File: config.mk
export PLATFORM = sky130hd
export DESIGN_NAME = hazard_ctrl
export DESIGN_NICKNAME = d
export VERILOG_FILES = /design/src/rtl/hazard_ctrl_pkg.sv /design/src/rtl/hazard_detect.sv /design/src/rtl/hazard_ctrl.sv
export SDC_FILE = /design/constraint.sdc
export NUM_CORES = 1
export LEC_CHECK = 0
export ABC_CLOCK_PERIOD_IN_PS = 3500
export CAP_MARGIN = 10
export CELL_PAD_IN_SITES_DETAIL_PLACEMENT = 1
export CELL_PAD_IN_SITES_GLOBAL_PLACEMENT = 1
export CORE_ASPECT_RATIO = 1.5
export CORE_MARGIN = 8
export CORE_UTILIZATION = 25
export DETAILED_ROUTE_END_ITERATION = 10
export PLACE_DENSITY_LB_ADDON = 0.1
export REMOVE_ABC_BUFFERS = 1
export SYNTH_ARGS = -nofsm -noshare
export SYNTH_HDL_FRONTEND = slang
export SYNTH_SLANG_ARGS = --single-unit
File: constraint.sdc
create_clock -name clk -period 3.5 [get_ports clk]
set_clock_uncertainty 0.1 [all_clocks]
set_input_delay 0.7 -clock clk [delete_from_list [all_inputs] [get_ports clk]]
set_output_delay 0.7 -clock clk [all_outputs]
set_load 0.03 [all_outputs]
File: src/rtl/hazard_ctrl_pkg.sv
// Shared definitions for the pipeline hazard/stall sequencer.
package hazard_ctrl_pkg;

    localparam int unsigned AWIDTH = 5;
    localparam int unsigned SWIDTH = 2;

    typedef enum logic [SWIDTH-1:0] {
        HC_RUN   = 2'd0,
        HC_STALL = 2'd1,
        HC_WAIT  = 2'd2
    } hc_state_e;

endpackage

File: src/rtl/hazard_detect.sv
// Load-use comparator: EX load whose nonzero destination feeds a source read in decode.
module hazard_detect
    import hazard_ctrl_pkg::*;
(
    input  logic [AWIDTH-1:0] addr_rs1,
    input  logic [AWIDTH-1:0] addr_rs2,
    input  logic              use_rs1,
    input  logic              use_rs2,
    input  logic              memread,
    input  logic [AWIDTH-1:0] addr_rd,
    output logic              lu_c
);

    logic rd_nz;
    logic hit_rs1;
    logic hit_rs2;

    // $0 is hardwired to zero, so a load targeting it never creates a dependency
    assign rd_nz   = (addr_rd != AWIDTH'(0));
    assign hit_rs1 = use_rs1 && (addr_rs1 == addr_rd);
    assign hit_rs2 = use_rs2 && (addr_rs2 == addr_rd);
    assign lu_c    = memread && rd_nz && (hit_rs1 || hit_rs2);

endmodule

File: src/rtl/hazard_ctrl.sv
// Hazard/stall sequencer: load-use bubble, branch squash, memory freeze with
// deferred branch flush, and a saturating stall-cycle counter.
module hazard_ctrl
    import hazard_ctrl_pkg::*;
#(
    parameter int unsigned CWIDTH = 16
) (
    input  logic              clk,
    input  logic              rst_n,
    input  logic [AWIDTH-1:0] ds_i_addr_rs1,
    input  logic [AWIDTH-1:0] ds_i_addr_rs2,
    input  logic              ds_i_use_rs1,
    input  logic              ds_i_use_rs2,
    input  logic              ds_es_i_memread,
    input  logic [AWIDTH-1:0] ds_es_i_addr_rd,
    input  logic              es_i_branch_taken,
    input  logic              ms_i_mem_busy,
    input  logic              i_cnt_clr,
    output logic              o_pc_en,
    output logic              o_fs_ds_en,
    output logic              o_ds_es_en,
    output logic              o_es_ms_en,
    output logic              o_ms_wb_en,
    output logic              o_fs_ds_flush,
    output logic              o_ds_es_flush,
    output logic [SWIDTH-1:0] o_state,
    output logic [CWIDTH-1:0] o_stall_cnt
);

    localparam logic [CWIDTH-1:0] CNT_MAX = {CWIDTH{1'b1}};

    hc_state_e         state;
    hc_state_e         state_next;
    logic              pend;
    logic              pend_next;
    logic              lu_c;
    logic              branch_c;
    logic              pc_en_c;
    logic              fs_ds_en_c;
    logic              ds_es_en_c;
    logic              es_ms_en_c;
    logic              ms_wb_en_c;
    logic              fs_ds_flush_c;
    logic              ds_es_flush_c;
    logic [CWIDTH-1:0] cnt;

    hazard_detect u_detect (
        .addr_rs1 (ds_i_addr_rs1),
        .addr_rs2 (ds_i_addr_rs2),
        .use_rs1  (ds_i_use_rs1),
        .use_rs2  (ds_i_use_rs2),
        .memread  (ds_es_i_memread),
        .addr_rd  (ds_es_i_addr_rd),
        .lu_c     (lu_c)
    );

    assign branch_c = es_i_branch_taken || pend;

    always_ff @(posedge clk or negedge rst_n) begin
        if (!rst_n) begin
            state <= HC_RUN;
            pend  <= 1'b0;
        end else begin
            state <= state_next;
            pend  <= pend_next;
        end
    end

    // Freeze beats branch beats load-use; STALL ignores lu to cap the bubble at one
    always_comb begin
        state_next    = state;
        pend_next     = pend;
        pc_en_c       = 1'b1;
        fs_ds_en_c    = 1'b1;
        ds_es_en_c    = 1'b1;
        es_ms_en_c    = 1'b1;
        ms_wb_en_c    = 1'b1;
        fs_ds_flush_c = 1'b0;
        ds_es_flush_c = 1'b0;

        if (ms_i_mem_busy) begin
            pc_en_c    = 1'b0;
            fs_ds_en_c = 1'b0;
            ds_es_en_c = 1'b0;
            es_ms_en_c = 1'b0;
            ms_wb_en_c = 1'b0;
            pend_next  = pend || es_i_branch_taken;
            state_next = HC_WAIT;
        end else begin
            pend_next  = 1'b0;
            state_next = HC_RUN;
            case (state)
                HC_STALL: begin
                    if (branch_c) begin
                        fs_ds_flush_c = 1'b1;
                        ds_es_flush_c = 1'b1;
                    end
                end
                default: begin
                    if (branch_c) begin
                        fs_ds_flush_c = 1'b1;
                        ds_es_flush_c = 1'b1;
                    end else if (lu_c) begin
                        pc_en_c       = 1'b0;
                        fs_ds_en_c    = 1'b0;
                        ds_es_flush_c = 1'b1;
                        state_next    = HC_STALL;
                    end
                end
            endcase
        end
    end

    // Reset holds every enable and flush low, independent of the clock
    assign o_pc_en       = pc_en_c       && rst_n;
    assign o_fs_ds_en    = fs_ds_en_c    && rst_n;
    assign o_ds_es_en    = ds_es_en_c    && rst_n;
    assign o_es_ms_en    = es_ms_en_c    && rst_n;
    assign o_ms_wb_en    = ms_wb_en_c    && rst_n;
    assign o_fs_ds_flush = fs_ds_flush_c && rst_n;
    assign o_ds_es_flush = ds_es_flush_c && rst_n;
    assign o_state       = state;

    always_ff @(posedge clk or negedge rst_n) begin
        if (!rst_n) begin
            cnt <= '0;
        end else if (i_cnt_clr) begin
            cnt <= '0;
        end else if (!pc_en_c && (cnt != CNT_MAX)) begin
            cnt <= cnt + CWIDTH'(1);
        end
    end

    assign o_stall_cnt = cnt;

endmodule

==> Word level (Yosys, flattened, before mapping) <==
Cells that the tools add are included.
{ "classes": {"addsub": 1, "n_eq_ne": 4, "n_mux": 18, "reduce_logical": 14} }
{ "op_table": {"columns": ["operator", "n"], "rows": [
  ["two-way mux 16 bit", 2],
  ["adder 16 x 1 -> 16 bit, second input constant", 1],
  ["inequality test 16 bit, second input constant", 1],
  ["two-way mux 1 bit", 15],
  ["== test 5 bit", 2],
  ["logical AND 1 bit", 9],
  ["nonzero test 5 bit", 1],
  ["== test 2 x 1 -> 1 bit, second input constant", 1],
  ["logical OR 1 bit", 2],
  ["two-way mux 2 bit", 1],
  ["nonzero test 2 bit", 1],
  ["logical NOT 1 bit", 1]
]} }
{ "word_totals": {"ff_bits": 19, "in_bits": 23, "out_inout_bits": 25, "word_cells": 40} }

==> Longest topological paths before layout <==
Gate-level depths: netlist of the first run.
{ "logic_depth": {"ltp_word": 12, "mapped_depth": 8, "depth_no_buf": 6} }

==> Modules after synthesis <==
From an unflattened synthesis of the first run, not the netlist that was laid out.
{ "hier_totals": {"cells_unflattened": 135, "hier_area_um2": 1292.5} }
{ "modules_own_cells": {"columns": ["module", "instances", "cells_per_inst", "area_per_inst_um2", "seq_area_each_um2"], "rows": [
  ["hazard_ctrl", 1, 118, 1158.6, 475.5],
  ["hazard_detect", 1, 17, 133.9, 0.0]
]} }

==> Worst setup path before layout of the first run <==
No wires, ideal clock.
{ "synth_timing": {"path_type": "input to output", "from": "input port ds_es_i_addr_rd[4]", "to": "output port o_pc_en", "arrival_time_ns": 2.035, "t_required_ns": 2.700, "slack_ns": 0.665, "path_stages": 5, "path_buffers": 1, "path_cell_list": "nor3_1 > nand2_1 > and3_2 > a31oi_1 > buf_4"} }
{ "synth_via": {"elab_chain_len": 9, "elab_cells_between_ends": 13, "classes_between": "eq/ne (2); mux (4); reduce/logical (7)"} }
{ "synth_rtl": {"columns": ["element", "line_no", "text"], "rows": [
  ["from (decl)", "hazard_ctrl.sv:15", "input logic [AWIDTH-1:0] ds_es_i_addr_rd,"],
  ["== test 5 bit, on equally long branches", "hazard_detect.sv:20, hazard_detect.sv:21", null],
  ["logical AND 1 bit, on equally long branches", "hazard_detect.sv:20, hazard_detect.sv:21", null],
  ["logical OR 1 bit", "hazard_detect.sv:22", "assign lu_c = memread && rd_nz && (hit_rs1 || hit_rs2);"],
  ["logical AND 1 bit (*)", "hazard_detect.sv:22", null],
  ["two-way mux 1 bit (*) (4 in series)", null, null],
  ["logical AND 1 bit (*)", null, null],
  ["to (decl)", "hazard_ctrl.sv:19", "output logic o_pc_en,"]
]} }
Every way passes the cells marked *; elsewhere a longest branch is shown, timed or not.

==> Worst setup path in the final report of the first run <==
{ "layout_timing": {"from": "input port ds_es_i_addr_rd[2]", "to": "output port o_ds_es_flush"} }
{ "layout_via": {"elab_chain_len": 9, "elab_cells_between_ends": 13, "classes_between": "eq/ne (2); mux (4); reduce/logical (7)"} }
{ "layout_rtl": {"columns": ["element", "line_no", "text"], "rows": [
  ["== test 5 bit, on equally long branches", "hazard_detect.sv:20, hazard_detect.sv:21", null],
  ["logical AND 1 bit, on equally long branches", "hazard_detect.sv:20, hazard_detect.sv:21", null],
  ["logical OR 1 bit", "hazard_detect.sv:22", null],
  ["logical AND 1 bit (*)", "hazard_detect.sv:22", null],
  ["two-way mux 1 bit (*)", "hazard_ctrl.sv:103", "end else if (lu_c) begin"],
  ["two-way mux 1 bit (*)", "hazard_ctrl.sv:100", "if (branch_c) begin"],
  ["two-way mux 1 bit (*)", "hazard_ctrl.sv:92", "case (state)"],
  ["two-way mux 1 bit (*)", "hazard_ctrl.sv:81", "if (ms_i_mem_busy) begin"],
  ["logical AND 1 bit (*)", "hazard_ctrl.sv:121", "assign o_ds_es_flush = ds_es_flush_c && rst_n;"],
  ["to (decl)", "hazard_ctrl.sv:25", "output logic o_ds_es_flush,"]
]} }
Marked as above.

==> flow_summary.json, run 1 <==
{
  "outcome": "finished, final reports clean",
  "synth.yosys.warnings": 0,
  "timing.final.crit_period_ps": 3020,
  "clock-sinks": 19,
  "crit_chain": "clkdlybuf4s50_1 -> xnor2_1 -> nand4_1 -> o22ai_2 -> nand2_1 -> a21oi_1 -> buf_4",
  "worst-r2r-cell-count": 6,
  "synthMostInstantiatedCell": "sky130_fd_sc_hd__dfrtp_1",
  "drt_first_iter_violations": 49,
  "top_post_synthesis_cells_by_area": "sky130_fd_sc_hd__dfrtp_1 (38%), sky130_fd_sc_hd__xnor2_1 (7.0%), sky130_fd_sc_hd__o31ai_1 (5.4%)",
  "post_route_cells_drive_above_1_share": 0.111,
  "gr-usage-all-layers": 0.106,
  "report.final.hold_viol_count": 0,
  "drt_pre_antenna_iters": 4,
  "cts.reportedPaths.clkPinSlew_ps": 80,
  "setup_repair_after_global_routing_missed_its_margin": "no",
  "drc": 0,
  "timing.hold.worst_path_depth": 2,
  "finish.utilization": 0.368,
  "slew_violations": 0,
  "cts_tree": "yes",
  "post_cts.repair.setup_buffers": 0,
  "row_count": 31,
  "worst_hold_slack_ps": 483,
  "cts.htree.levels": 1,
  "max-clock-path-buffers": 2,
  "worstSetupPathDepth": 7,
  "vdd_drop_max_mv": 0.114,
  "reg2reg_setup_slack_ps": 1090,
  "hold_buffers": 0,
  "synth_cell_types": 36,
  "pre_cts_ws_ps": 360,
  "routabilityCongestion": 0.735,
  "cts_made_buffers": 3,
  "worst_path_max_delay_cell": "sky130_fd_sc_hd__clkdlybuf4s50_1",
  "avgViaCountPerCell": 4.96,
  "yosys_most_used_dff": "sky130_fd_sc_hd__dfrtp_1",
  "hold_path.class": "reg2reg",
  "max_freq_mhz": 331,
  "synthCells": 137,
  "start_util": 0.259,
  "io_pins": 48,
  "dpl.cell_count": 242,
  "endpoint_kind": "output pin",
  "die_w_um": 73.9,
  "grt_pass1_vias": 1298,
  "number_of_endpoints_failing_setup_at_the_final_stage": 0,
  "post_layout_nonfiller_instances": 246,
  "number_of_antenna_violations_at_the_first_check_in_global_routing": 0,
  "timing_worst_slew_pin_value_ps": 770,
  "synth.avg_cell_area_um2": 9.17,
  "final_worst_path_setup_slack_ps": 481,
  "yosysTopAreaCell": "sky130_fd_sc_hd__dfrtp_1",
  "grt_start_max_net_pins": 29,
  "power.combinational.fraction": 0.202,
  "final_antenna_net_count": 0,
  "pwr_density_cell_nw_per_um2": 270,
  "fillers": 588,
  "num_antenna_cells": 0,
  "worst-path-buf-inv": 2,
  "wl_mm": 3.89,
  "seqCellArea_um2": 475,
  "area_taken_by_multi_input_logic_gates_um2": 703,
  "core_um2": 4850,
  "power_leakage_nw": 0.644,
  "routed-via-count": 1219,
  "place.detailed.hpwl_mm": 3.08,
  "ys_seq_area_frac": 0.378,
  "path_delay_family": "buffers and inverters",
  "syn2layout_area_growth_pct": 41.9,
  "max_cap_violations": 0,
  "p_clk_frac": 0.328,
  "die_height_um": 103,
  "netlist_area_um2": 1260,
  "grt_first_pass_wirelength_mm": 6.30,
  "worst_path_largest_cell_delay_ps": 540,
  "final_net_count": 205,
  "floorplan.die_area_um2": 7600,
  "ys_async_sr_fraction": 1.00,
  "switching_share": 0.276,
  "synth.top_cells.by_count": "sky130_fd_sc_hd__dfrtp_1 (19), sky130_fd_sc_hd__a21oi_1 (13), sky130_fd_sc_hd__nand2_1 (11)",
  "clk_root_buffer_cell": "sky130_fd_sc_hd__clkbuf_8",
  "cellInternalPower_uw": 349,
  "synthDominantCellAreaShare": 0.378,
  "synth-edff-count": 0,
  "timing.final.crit_share": 0.863,
  "critical_path.startpoint_type": "input pin",
  "setup_total_negative_slack_ps": 0,
  "worst-endpoint-arrival_ps": 2220,
  "net-switching-power_uw": 133,
  "timing.setup.critical_path_class": "in2out",
  "cp.required_ps": 2700,
  "critical_path_peak_fanout": 4,
  "portbufs": 47,
  "max_transition_margin": 0.485,
  "post_cts_resize_count": 0,
  "clock_latency_ps": 260,
  "synth-seq-cells": 19,
  "wl_per_cell_um": 15.8,
  "grt.overflow.total": 0,
  "seq_power_share": 0.469
}
## through the flow
| stage | instance area, µm² | power [mW] |
|---|---|---|
| after CTS | 1780 | 0.490 |
| after global routing | 1780 | 0.503 |
| after floorplan | 1190 | 0.272 |
| final | 1780 | 0.482 |
| after global placement | 1740 | 0.328 |
| after detailed placement | 1740 | 0.330 |
## worst paths after layout
check,start,end
max,ds_es_i_addr_rd[2],o_ds_es_flush
min,o_stall_cnt[15],o_stall_cnt[15]
max reg2reg,o_stall_cnt[0],o_stall_cnt[13]
min reg2reg,o_stall_cnt[15],o_stall_cnt[15]
max in group asynchronous,rst_n,o_state[1]
min in group asynchronous,rst_n,o_stall_cnt[14]
## layout by cell type (no fill, tap or decap), types with 2 or more instances in the layout
cell type and count:
sky130_fd_sc_hd__a21oi_1 13, sky130_fd_sc_hd__buf_4 9, sky130_fd_sc_hd__clkbuf_8 3, sky130_fd_sc_hd__clkdlybuf4s50_1 40, sky130_fd_sc_hd__dfrtp_1 19, sky130_fd_sc_hd__inv_1 2
sky130_fd_sc_hd__mux2_1 3, sky130_fd_sc_hd__nand2_1 11, sky130_fd_sc_hd__nand2b_1 2, sky130_fd_sc_hd__nand3_1 6, sky130_fd_sc_hd__nand4_1 3, sky130_fd_sc_hd__nor2_1 9
sky130_fd_sc_hd__nor2b_1 5, sky130_fd_sc_hd__nor3_1 4, sky130_fd_sc_hd__nor4_1 3, sky130_fd_sc_hd__o21ai_0 3, sky130_fd_sc_hd__o31ai_1 9, sky130_fd_sc_hd__or3_1 3
sky130_fd_sc_hd__or4_1 9, sky130_fd_sc_hd__xnor2_1 10
## sequential cells by signal (all words and copies together), names as in the netlist
name,count
o_state,2
o_stall_cnt,16
pend,1
## power by group through the flow
stage                     Sequential [mW]  Combinational (mW)  Clock, mW
after CTS                           0.226              0.0997      0.165
after detailed placement            0.230              0.0994          0
final                               0.226              0.0974      0.158
after global routing                0.227               0.106      0.170
after floorplan                     0.234              0.0376          0
after global placement              0.230              0.0972          0
## worst min-delay path: stages (launching register included)
cell	delay, ps
sky130_fd_sc_hd__dfrtp_1	410
sky130_fd_sc_hd__o31ai_1	80
sky130_fd_sc_hd__a21oi_1	60
## layer usage
layer | share of wire | global-route usage
met4 | 0.0080 | 0.0325
met2 | 0.53 | 0.201
met3 | 0.063 | 0.0273
met5 | 0 | 0
met1 | 0.40 | 0.107
## cells by family after synthesis
kind of cell | after synthesis | synth area share
AOI/OAI and AO/OA | 28 | 0.149
xor gates and xnor gates | 10 | 0.0697
adders and majority gates | 1 | 0.00996
buffers and inverters | 12 | 0.0618
DFF | 19 | 0.378
muxes | 4 | 0.0359
and+or+nand+nor | 63 | 0.295
## final cells by class
cell class	count	share of cell area
Tap cell	66	0.0463
Inverter	2	0.00421
Clock inverter	1	0.00281
Timing Repair Buffer	49	0.262
Multi-Input combinational cell	106	0.394
Sequential cell	19	0.267
Clock buffer	3	0.0232
Note: power is estimated with default switching activity, not from simulation.
==> inputs of run 2 (changes only) <==
CORE_ASPECT_RATIO = 0.75   (was 1.5)
CORE_MARGIN = 2   (was 8)
==> flow_summary.json, run 2 (same netlist as run 1, synthesis figures left out) <==
{
  "core_um2": 4870,
  "post_cts.repair.setup_buffers": 0,
  "area_taken_by_multi_input_logic_gates_um2": 703,
  "clock-sinks": 19,
  "avgViaCountPerCell": 4.98,
  "final_common_cell": "sky130_fd_sc_hd__clkdlybuf4s50_1",
  "switching_share": 0.268,
  "endpoint_kind": "output pin",
  "report.final.hold_viol_count": 0,
  "wl_mm": 3.40,
  "pre_cts_ws_ps": 401,
  "pwr_density_cell_nw_per_um2": 268,
  "seq_power_share": 0.475,
  "wl_per_cell_um": 14.2,
  "floorplan.die_area_um2": 5610,
  "routabilityCongestion": 0.702,
  "grt_start_max_net_pins": 29,
  "post_route_cells_drive_above_1_share": 0.111,
  "cts_tree": "yes",
  "max_cap_violations": 0,
  "setup_total_negative_slack_ps": 0,
  "cts.reportedPaths.clkPinSlew_ps": 70,
  "place.detailed.hpwl_mm": 2.58,
  "critical_path.startpoint_type": "input pin",
  "grt_first_pass_wirelength_mm": 5.69,
  "timing.final.crit_period_ps": 3060,
  "power.combinational.fraction": 0.204,
  "max_freq_mhz": 326,
  "fillers": 558,
  "net-switching-power_uw": 128,
  "number_of_antenna_violations_at_the_first_check_in_global_routing": 0,
  "post_cts_resize_count": 0,
  "max_transition_margin": 0.524,
  "grt_pass1_vias": 1174,
  "power_leakage_nw": 0.644,
  "drc": 0,
  "timing.setup.critical_path_class": "in2out",
  "die_height_um": 65.4,
  "hold_buffers": 0,
  "cts_made_buffers": 3,
  "number_of_endpoints_failing_setup_at_the_final_stage": 0,
  "critical_path_peak_fanout": 4,
  "final_net_count": 205,
  "number_of_flip_flops_in_the_largest_register": 16,
  "max-clock-path-buffers": 2,
  "cp.required_ps": 2700,
  "start_util": 0.258,
  "clk_root_buffer_cell": "sky130_fd_sc_hd__clkbuf_8",
  "worst-endpoint-arrival_ps": 2260,
  "drt_first_iter_violations": 26,
  "routed-via-count": 1196,
  "drt_pre_antenna_iters": 6,
  "seqCellArea_um2": 475,
  "num_antenna_cells": 0,
  "timing.final.crit_share": 0.875,
  "setup_repair_after_global_routing_missed_its_margin": "no",
  "hold_path.class": "reg2reg",
  "gr-usage-all-layers": 0.129,
  "clock_latency_ps": 250,
  "io_pins": 48,
  "final_antenna_net_count": 0,
  "die_w_um": 85.9,
  "cellInternalPower_uw": 349,
  "vdd_drop_max_mv": 0.116,
  "p_clk_frac": 0.320,
  "timing_worst_slew_pin_value_ps": 712,
  "portbufs": 47,
  "layout.cells.most_common_list": "sky130_fd_sc_hd__clkdlybuf4s50_1 (40), sky130_fd_sc_hd__dfrtp_1 (19), sky130_fd_sc_hd__a21oi_1 (13), sky130_fd_sc_hd__nand2_1 (11), sky130_fd_sc_hd__xnor2_1 (10)",
  "final_worst_path_setup_slack_ps": 437,
  "row_count": 22,
  "slew_violations": 0,
  "cts.htree.levels": 1,
  "outcome": "finished, final reports clean",
  "syn2layout_area_growth_pct": 41.3,
  "grt.overflow.total": 0
}
-- run 2: cell counts in the layout (fill, tap and decap cells not counted) --
No cell type changed its count.
-- run 2: layout make-up --
| cell class | instances | area share |
|---|---|---|
| well taps | 60 | 0.0423 |
| repair buffers | 49 | 0.264 |
| clock inverters | 1 | 0.00282 |
| flip-flops and latches | 19 | 0.268 |
| inverters | 2 | 0.00423 |
| multi-input cells | 106 | 0.396 |
| clock buffers | 3 | 0.0233 |
-- run 2: layer usage --
| layer | vias up | wire length [µm] | track usage |
|---|---|---|---|
| met5 | - | 0 | 0 |
| met4 | 0 | 24 | 0.0298 |
| met3 | 2 | 177 | 0.0364 |
| met2 | 38 | 1550 | 0.219 |
| met1 | 566 | 1650 | 0.164 |
| li1 | 590 | - | - |
-- run 2: power groups by stage --
| stage | clock network, mW | registers, mW | logic (mW) |
|---|---|---|---|
| global placement | 0 | 0.231 | 0.0968 |
| finish | 0.153 | 0.226 | 0.0973 |
| global route | 0.174 | 0.227 | 0.105 |
| detailed placement | 0 | 0.231 | 0.0990 |
| CTS | 0.161 | 0.227 | 0.0992 |
| floorplan | 0 | 0.234 | 0.0376 |
-- run 2: critical path, stage by stage --
cell and delay (ps):
sky130_fd_sc_hd__clkdlybuf4s50_1 540, sky130_fd_sc_hd__xnor2_1 150, sky130_fd_sc_hd__nand4_1 140, sky130_fd_sc_hd__o22ai_2 290, sky130_fd_sc_hd__nand2_1 80, sky130_fd_sc_hd__a21oi_1 180
sky130_fd_sc_hd__buf_4 190
-- run 2: path summary, 6_finish.rpt --
check | from | to | slack [ps] | cells after the start
min in group asynchronous | rst_n | o_stall_cnt[8] | 770 | 2
min | o_stall_cnt[9] | o_stall_cnt[9] | 480 | 2
max | ds_es_i_addr_rd[2] | o_ds_es_flush | 440 | 7
max in group asynchronous | rst_n | o_stall_cnt[4] | 2320 | 2
min reg2reg | o_stall_cnt[9] | o_stall_cnt[9] | 480 | 2
max reg2reg | o_stall_cnt[0] | o_stall_cnt[13] | 1110 | 6
-- run 2: through the flow --
step | area [µm²] | power [mW] | util | hold slack [ps] | instances
floorplan | 1190 | 0.272 | - | 304 | 127
global placement | 1730 | 0.327 | 0.355 | 464 | 236
detailed placement | 1730 | 0.330 | 0.355 | 467 | 236
CTS | 1780 | 0.487 | 0.364 | 480 | 240
global route | 1780 | 0.506 | 0.364 | 524 | 240
finish | 1780 | 0.476 | 0.364 | 476 | 240
